$ cat src/rtl/display_mux7seg_if.sv
// Bundle of the display driver's control/data inputs and scanned display outputs.
interface display_mux7seg_if #(
  parameter int unsigned DIGITS = 4
);
  logic                  en;
  logic                  load;
  logic [4*DIGITS-1:0]   value;
  logic [DIGITS-1:0]     dp_in;
  logic [6:0]            seg;
  logic                  dp;
  logic [DIGITS-1:0]     an;
  logic                  frame;

  modport master (output en, load, value, dp_in, input seg, dp, an, frame);
  modport slave  (input en, load, value, dp_in, output seg, dp, an, frame);
endinterface

$ cat src/rtl/display_mux7seg.sv
// Multiplexed common-anode seven-segment driver: scans DIGITS nibbles with a dead
// cycle per digit slot and swaps in new values only at frame boundaries.
module display_mux7seg #(
  parameter int unsigned DIGITS   = 4,
  parameter int unsigned SCAN_DIV = 50000,
  parameter int unsigned HEX_MODE = 0,
  parameter int unsigned BLANK_LZ = 1
) (
  input  logic              clock,
  input  logic              reset,
  display_mux7seg_if.slave  bus
);
  localparam int unsigned CNT_W = (SCAN_DIV > 1) ? $clog2(SCAN_DIV) : 1;
  localparam int unsigned IDX_W = (DIGITS > 1) ? $clog2(DIGITS) : 1;
  localparam int unsigned VAL_W = 4 * DIGITS;

  logic [CNT_W-1:0]  cnt_q, cnt_d;
  logic [IDX_W-1:0]  idx_q, idx_d;
  logic [VAL_W-1:0]  disp_q, disp_d, shadow_q, shadow_d;
  logic [DIGITS-1:0] dpr_q, dpr_d, shadow_dp_q, shadow_dp_d;
  logic              pend_q, pend_d;
  logic [DIGITS-1:0] an_q, an_d;
  logic [6:0]        seg_q, seg_d;
  logic              dp_q, dp_d;
  logic              frame_q, frame_d;

  logic              cnt_wrap, idx_last, frame_end;
  logic [3:0]        nib;
  logic [DIGITS-1:0] zero_from;
  logic              blank;

  function automatic logic [6:0] decode(input logic [3:0] n);
    logic [6:0] s;
    case (n)
      4'h0: s = 7'b0000001;
      4'h1: s = 7'b1001111;
      4'h2: s = 7'b0010010;
      4'h3: s = 7'b0000110;
      4'h4: s = 7'b1001100;
      4'h5: s = 7'b0100100;
      4'h6: s = 7'b0100000;
      4'h7: s = 7'b0001111;
      4'h8: s = 7'b0000000;
      4'h9: s = 7'b0000100;
      4'hA: s = (HEX_MODE != 0) ? 7'b0001000 : 7'b1111111;
      4'hB: s = (HEX_MODE != 0) ? 7'b1100000 : 7'b1111111;
      4'hC: s = (HEX_MODE != 0) ? 7'b0110001 : 7'b1111111;
      4'hD: s = (HEX_MODE != 0) ? 7'b1000010 : 7'b1111111;
      4'hE: s = (HEX_MODE != 0) ? 7'b0110000 : 7'b1111111;
      default: s = (HEX_MODE != 0) ? 7'b0111000 : 7'b1111111;
    endcase
    return s;
  endfunction

  // Scan counters and frame-synchronous value update
  always_comb begin
    cnt_d       = cnt_q + CNT_W'(1);
    idx_d       = idx_q;
    disp_d      = disp_q;
    dpr_d       = dpr_q;
    shadow_d    = shadow_q;
    shadow_dp_d = shadow_dp_q;
    pend_d      = pend_q;

    cnt_wrap  = (cnt_q == CNT_W'(SCAN_DIV - 1));
    idx_last  = (idx_q == IDX_W'(DIGITS - 1));
    frame_end = cnt_wrap && idx_last;

    if (cnt_wrap) begin
      cnt_d = '0;
      idx_d = idx_last ? '0 : idx_q + IDX_W'(1);
    end

    if (frame_end) begin
      // A load arriving on the boundary itself beats anything still pending
      if (bus.load) begin
        disp_d = bus.value;
        dpr_d  = bus.dp_in;
        pend_d = 1'b0;
      end else if (pend_q) begin
        disp_d = shadow_q;
        dpr_d  = shadow_dp_q;
        pend_d = 1'b0;
      end
    end else if (bus.load) begin
      shadow_d    = bus.value;
      shadow_dp_d = bus.dp_in;
      pend_d      = 1'b1;
    end
  end

  // Digit selection, leading-zero detection and output pattern
  always_comb begin
    an_d    = '1;
    seg_d   = 7'b1111111;
    dp_d    = 1'b1;
    frame_d = (cnt_q == '0) && (idx_q == '0);

    nib = 4'(disp_q >> {idx_q, 2'b00});

    zero_from[DIGITS-1] = (disp_q[VAL_W-1 -: 4] == 4'h0);
    for (int i = int'(DIGITS) - 2; i >= 0; i--) begin
      zero_from[i] = zero_from[i+1] && (disp_q[4*i +: 4] == 4'h0);
    end
    blank = (BLANK_LZ != 0) && (idx_q != '0) && zero_from[idx_q];

    if (bus.en && (cnt_q != '0)) begin
      an_d  = ~(DIGITS'(1) << idx_q);
      seg_d = blank ? 7'b1111111 : decode(nib);
      dp_d  = ~dpr_q[idx_q];
    end
  end

  always_ff @(posedge clock) begin
    if (reset) begin
      cnt_q       <= '0;
      idx_q       <= '0;
      disp_q      <= '0;
      dpr_q       <= '0;
      shadow_q    <= '0;
      shadow_dp_q <= '0;
      pend_q      <= 1'b0;
      an_q        <= '1;
      seg_q       <= 7'b1111111;
      dp_q        <= 1'b1;
      frame_q     <= 1'b0;
    end else begin
      cnt_q       <= cnt_d;
      idx_q       <= idx_d;
      disp_q      <= disp_d;
      dpr_q       <= dpr_d;
      shadow_q    <= shadow_d;
      shadow_dp_q <= shadow_dp_d;
      pend_q      <= pend_d;
      an_q        <= an_d;
      seg_q       <= seg_d;
      dp_q        <= dp_d;
      frame_q     <= frame_d;
    end
  end

  assign bus.an    = an_q;
  assign bus.seg   = seg_q;
  assign bus.dp    = dp_q;
  assign bus.frame = frame_q;
endmodule

$ cat src/flat_wrapper.sv
// flat-port wrapper written by rule: the top's interface ports become plain ports
module display_mux7seg_flat 
#(
  parameter int unsigned DIGITS   = 4,
  parameter int unsigned SCAN_DIV = 50000,
  parameter int unsigned HEX_MODE = 0,
  parameter int unsigned BLANK_LZ = 1
)
  (clock, reset, bus_en, bus_load, bus_value, bus_dp_in, bus_seg, bus_dp, bus_an, bus_frame);
  display_mux7seg_if #(.DIGITS(DIGITS)) bus_i ();
  input  logic clock;
  input  logic reset;
  input wire logic [$bits(bus_i.en)-1:0] bus_en;
  input wire logic [$bits(bus_i.load)-1:0] bus_load;
  input wire logic [$bits(bus_i.value)-1:0] bus_value;
  input wire logic [$bits(bus_i.dp_in)-1:0] bus_dp_in;
  output wire logic [$bits(bus_i.seg)-1:0] bus_seg;
  output wire logic [$bits(bus_i.dp)-1:0] bus_dp;
  output wire logic [$bits(bus_i.an)-1:0] bus_an;
  output wire logic [$bits(bus_i.frame)-1:0] bus_frame;
  assign bus_i.en = bus_en;
  assign bus_i.load = bus_load;
  assign bus_i.value = bus_value;
  assign bus_i.dp_in = bus_dp_in;
  assign bus_seg = bus_i.seg;
  assign bus_dp = bus_i.dp;
  assign bus_an = bus_i.an;
  assign bus_frame = bus_i.frame;
  display_mux7seg #(.DIGITS(DIGITS), .SCAN_DIV(SCAN_DIV), .HEX_MODE(HEX_MODE), .BLANK_LZ(BLANK_LZ)) u_core (.clock(clock), .reset(reset), .bus(bus_i));
endmodule
$ cat config.mk
export PLATFORM = sky130hd
export DESIGN_NAME = display_mux7seg_flat
export DESIGN_NICKNAME = d
export VERILOG_FILES = /design/src/rtl/display_mux7seg_if.sv /design/src/rtl/display_mux7seg.sv /design/src/flat_wrapper.sv
export SDC_FILE = /design/constraint.sdc
export NUM_CORES = 1
export LEC_CHECK = 0
export CAP_MARGIN = 20
export CORE_MARGIN = 2
export CORE_UTILIZATION = 25
export CTS_CLUSTER_DIAMETER = 50
export DETAILED_ROUTE_END_ITERATION = 10
export SLEW_MARGIN = 10
export SYNTH_ARGS = -nofsm -noshare
export SYNTH_HDL_FRONTEND = slang
export SYNTH_SLANG_ARGS = --single-unit
$ cat constraint.sdc
create_clock -name clock -period 4.6 [get_ports clock]
set_clock_uncertainty 0.2 [all_clocks]
set_input_delay 0.92 -clock clock [delete_from_list [all_inputs] [get_ports clock]]
set_output_delay 0.92 -clock clock [all_outputs]
set_load 0.005 [all_outputs]
==> out/results.tsv <==
metric	value	unit
Die Width	122.2	µm
Clock Sinks	72	
Crit path arrival time	2860	ps
initial core utilization	0.2536	
Cell Area, Placed	3983	µm²
via count	2643	
IO Count	37	
CP Data Required Time	4560	ps
Detail Route Antenna Nets	0	
worst-path cell chain	nor4_1 > and2_1 > and3_1 > a211oi_1	
Critical Path Slowest Stage Cell	and2_1	
WL per Instance	13.61	µm
cts repair resizes	0	
Power Density	337.9	nW/µm²
synth warn	0	
Max transition margin	0.3463	
n_diodes	0	
gpl congestion	0.7590	
max-slew violation count	0	
H-tree depth	3	
end of the worst hold path	u_core.cnt_q[0]	
top_reg_cell synth	dfxtp_1	
cell with the most instances after synthesis	dfxtp_1	
number of flops mapped to enable cells by yosys	0	
Syn Inst Count	360	
Core Util, Final	0.3101	
RSZ-0062 raised after global routing	no	
Hold Path Class	reg2reg	
TritonCTS clock tree	yes	
Die Area	14940	µm²
crit-path max cell delay	770	ps
flop-to-flop setup slack	1700	ps
Post-Layout Inst Area	4272	µm²
Die Height	122.2	µm
vias in the first global route	2595	
global route overflow	0	
dpl hpwl	5.297	mm
kind of critical path	reg2reg	
Top delay family on crit path	simple AND/OR/NAND/NOR gates	
max frequency	344.7	MHz
CTS Buf Count	9	
worst slack, placed	1392	ps
FF+latch count, synth	72	
CTS Buffer Depth	2	
Nets	420	
Cell variety after synth	42	
critical path peak fanout	25	
Placeable Area	13770	µm²
vias per cell	4.653	
post-route DRC violation count	0	
maxcap violations	0	
Hold Path Cell Cnt	1	
GRT Total Usage	0.1076	
Rows	43	
synthesized area	3493	µm²
ys async rst share	0	
DR iter-0 viols	202	
hold slack	265.4	ps
Post-Syn Area per Cell	9.704	µm²
Port Buffers	36	
CP Launch Type	flop	
Worst-path clk slew	60	ps
Buf/Inv on CP	0	
area leader, netlist	dfxtp_1	
P_leak	1.572	nW
setup TNS	0	ps
CP Capture Type	flop	
hold_buf cts	0	
Setup Buffers After CTS	0	
most frequent cells after synthesis	72 x dfxtp_1, 41 x mux2i_1, 41 x nand2b_1, 21 x a211oi_1, 21 x a31oi_1	
largest net degree at the start of global routing	68	
worst setup margin	1699	ps
synth top area cells	dfxtp_1 41%, mux2i_1 12%, nand2b_1 7.3%, a211oi_1 4.5%, ha_1 4.3%	
Worst R2R Start	u_core.cnt_q[5]	
area grow syn2layout	22.28	%
clock root cell	clkbuf_16	
first-pass GRT wire length	12.76	mm
Fillers	1476	
fraction of layout cells with a size suffix above 1	0.06186	
worst-skew pair later-pin latency	330	ps
worst vdd ir	195.4	µV
reg2reg end	u_core.disp_q[0]	
minimum clock period	2901	ps
initial antenna violation count	0	
syn_nets	396	
Synth top area share	0.4126	
Min-Delay Startpoint	u_core.cnt_q[0]	
Fin. Hold Viols	0	
setup violators final	0	
R2R cell count	4	
drt total wl	7.730	mm
measured slew at the worst slew-check pin	980.6	ps
Seq/Total Area, Yosys	0.4126	
drt pass-1 iters	6	
status	finished clean	
fin crit share	0.6307	
-- layout make-up --
type / instances / area, µm² / share of cell area
clock inverter: 3 / 42.54 / 0.009959
multi-input combinational: 249 / 1882 / 0.4405
sequential: 72 / 1441 / 0.3374
tap: 180 / 225.2 / 0.05272
timing repair buffer: 41 / 392.9 / 0.09197
inverter: 11 / 41.29 / 0.009666
clock buffer: 12 / 246.5 / 0.05770
-- registers in the layout (all words and copies together), names as in the netlist --
name,count
u_core.idx_q,2
u_core.bus.seg,7
u_core.shadow_dp_q,4
u_core.bus.dp,1
u_core.bus.frame,1
u_core.disp_q,16
u_core.shadow_q,16
u_core.bus.an,4
u_core.cnt_q,16
u_core.pend_q,1
u_core.dpr_q,4
-- logic make-up (layout without fill, tap and decap cells) --
group / Yosys count / after routing / synth area share
buffers and inverters: 39 / 67 / 0.05050
XOR/XNOR: 11 / 11 / 0.02758
AO/OA/AOI/OAI: 66 / 66 / 0.1261
AND/OR/NAND/NOR: 114 / 114 / 0.1873
flip-flops: 72 / 72 / 0.4126
adder cells (fa/ha/maj): 12 / 12 / 0.04298
multiplexers: 46 / 46 / 0.1529
-- layer usage --
| layer | vias to the layer above | global-route usage | wire length [µm] |
|---|---|---|---|
| li1 | 1346 | - | - |
| met1 | 1240 | 0.1495 | 3903 |
| met2 | 49 | 0.1601 | 3382 |
| met3 | 8 | 0.03764 | 373 |
| met4 | 0 | 0.02514 | 72 |
| met5 | - | 0 | 0 |
-- power breakdown --
group | switching, W | internal, W | total (W) | leakage, nW
Clock | 0.000254 | 0.000431 | 0.000685 | 0.139
Sequential | 0.00000927 | 0.000643 | 0.000652 | 0.587
Combinational | 0.0000484 | 0.0000579 | 0.000106 | 0.847
-- placed cells by master (no fill, tap or decap), drive strengths merged, types with 9 or more instances in the layout --
cell type / instances
a211oi: 21
a31oi: 21
clkbuf: 12
clkdlybuf4s50: 35
dfxtp: 72
ha: 12
inv: 11
mux2i: 41
nand2: 12
nand2b: 41
nand3: 11
nor2: 15
xor2: 9
-- worst register-to-register path, stage by stage, from the launching register on --
cell and delay (ps):
dfxtp_1 350, nor4_1 480, and2_1 770, and3_1 780, a211oi_1 170
-- through the flow --
stage / instances / power [W]
3_3_place_gp: 553 / 0.0007700
5_1_grt: 568 / 0.001494
6_report: 568 / 0.001443
4_1_cts: 568 / 0.001458
2_1_floorplan: 360 / 0.0007230
3_5_place_dp: 553 / 0.0007727
-- worst max path at each step --
stage | depth (start not counted) | from | end
after CTS | 6 | bus_load | u_core.shadow_q[6]
after global placement | 6 | bus_load | u_core.shadow_q[8]
after detailed placement | 6 | bus_load | u_core.shadow_q[6]
after floorplan | 4 | reset | u_core.bus.seg[1]
final | 4 | u_core.cnt_q[5] | u_core.disp_q[0]
after global routing | 4 | u_core.cnt_q[5] | u_core.disp_q[10]
No activity file was read; power rests on OpenSTA's default activity.
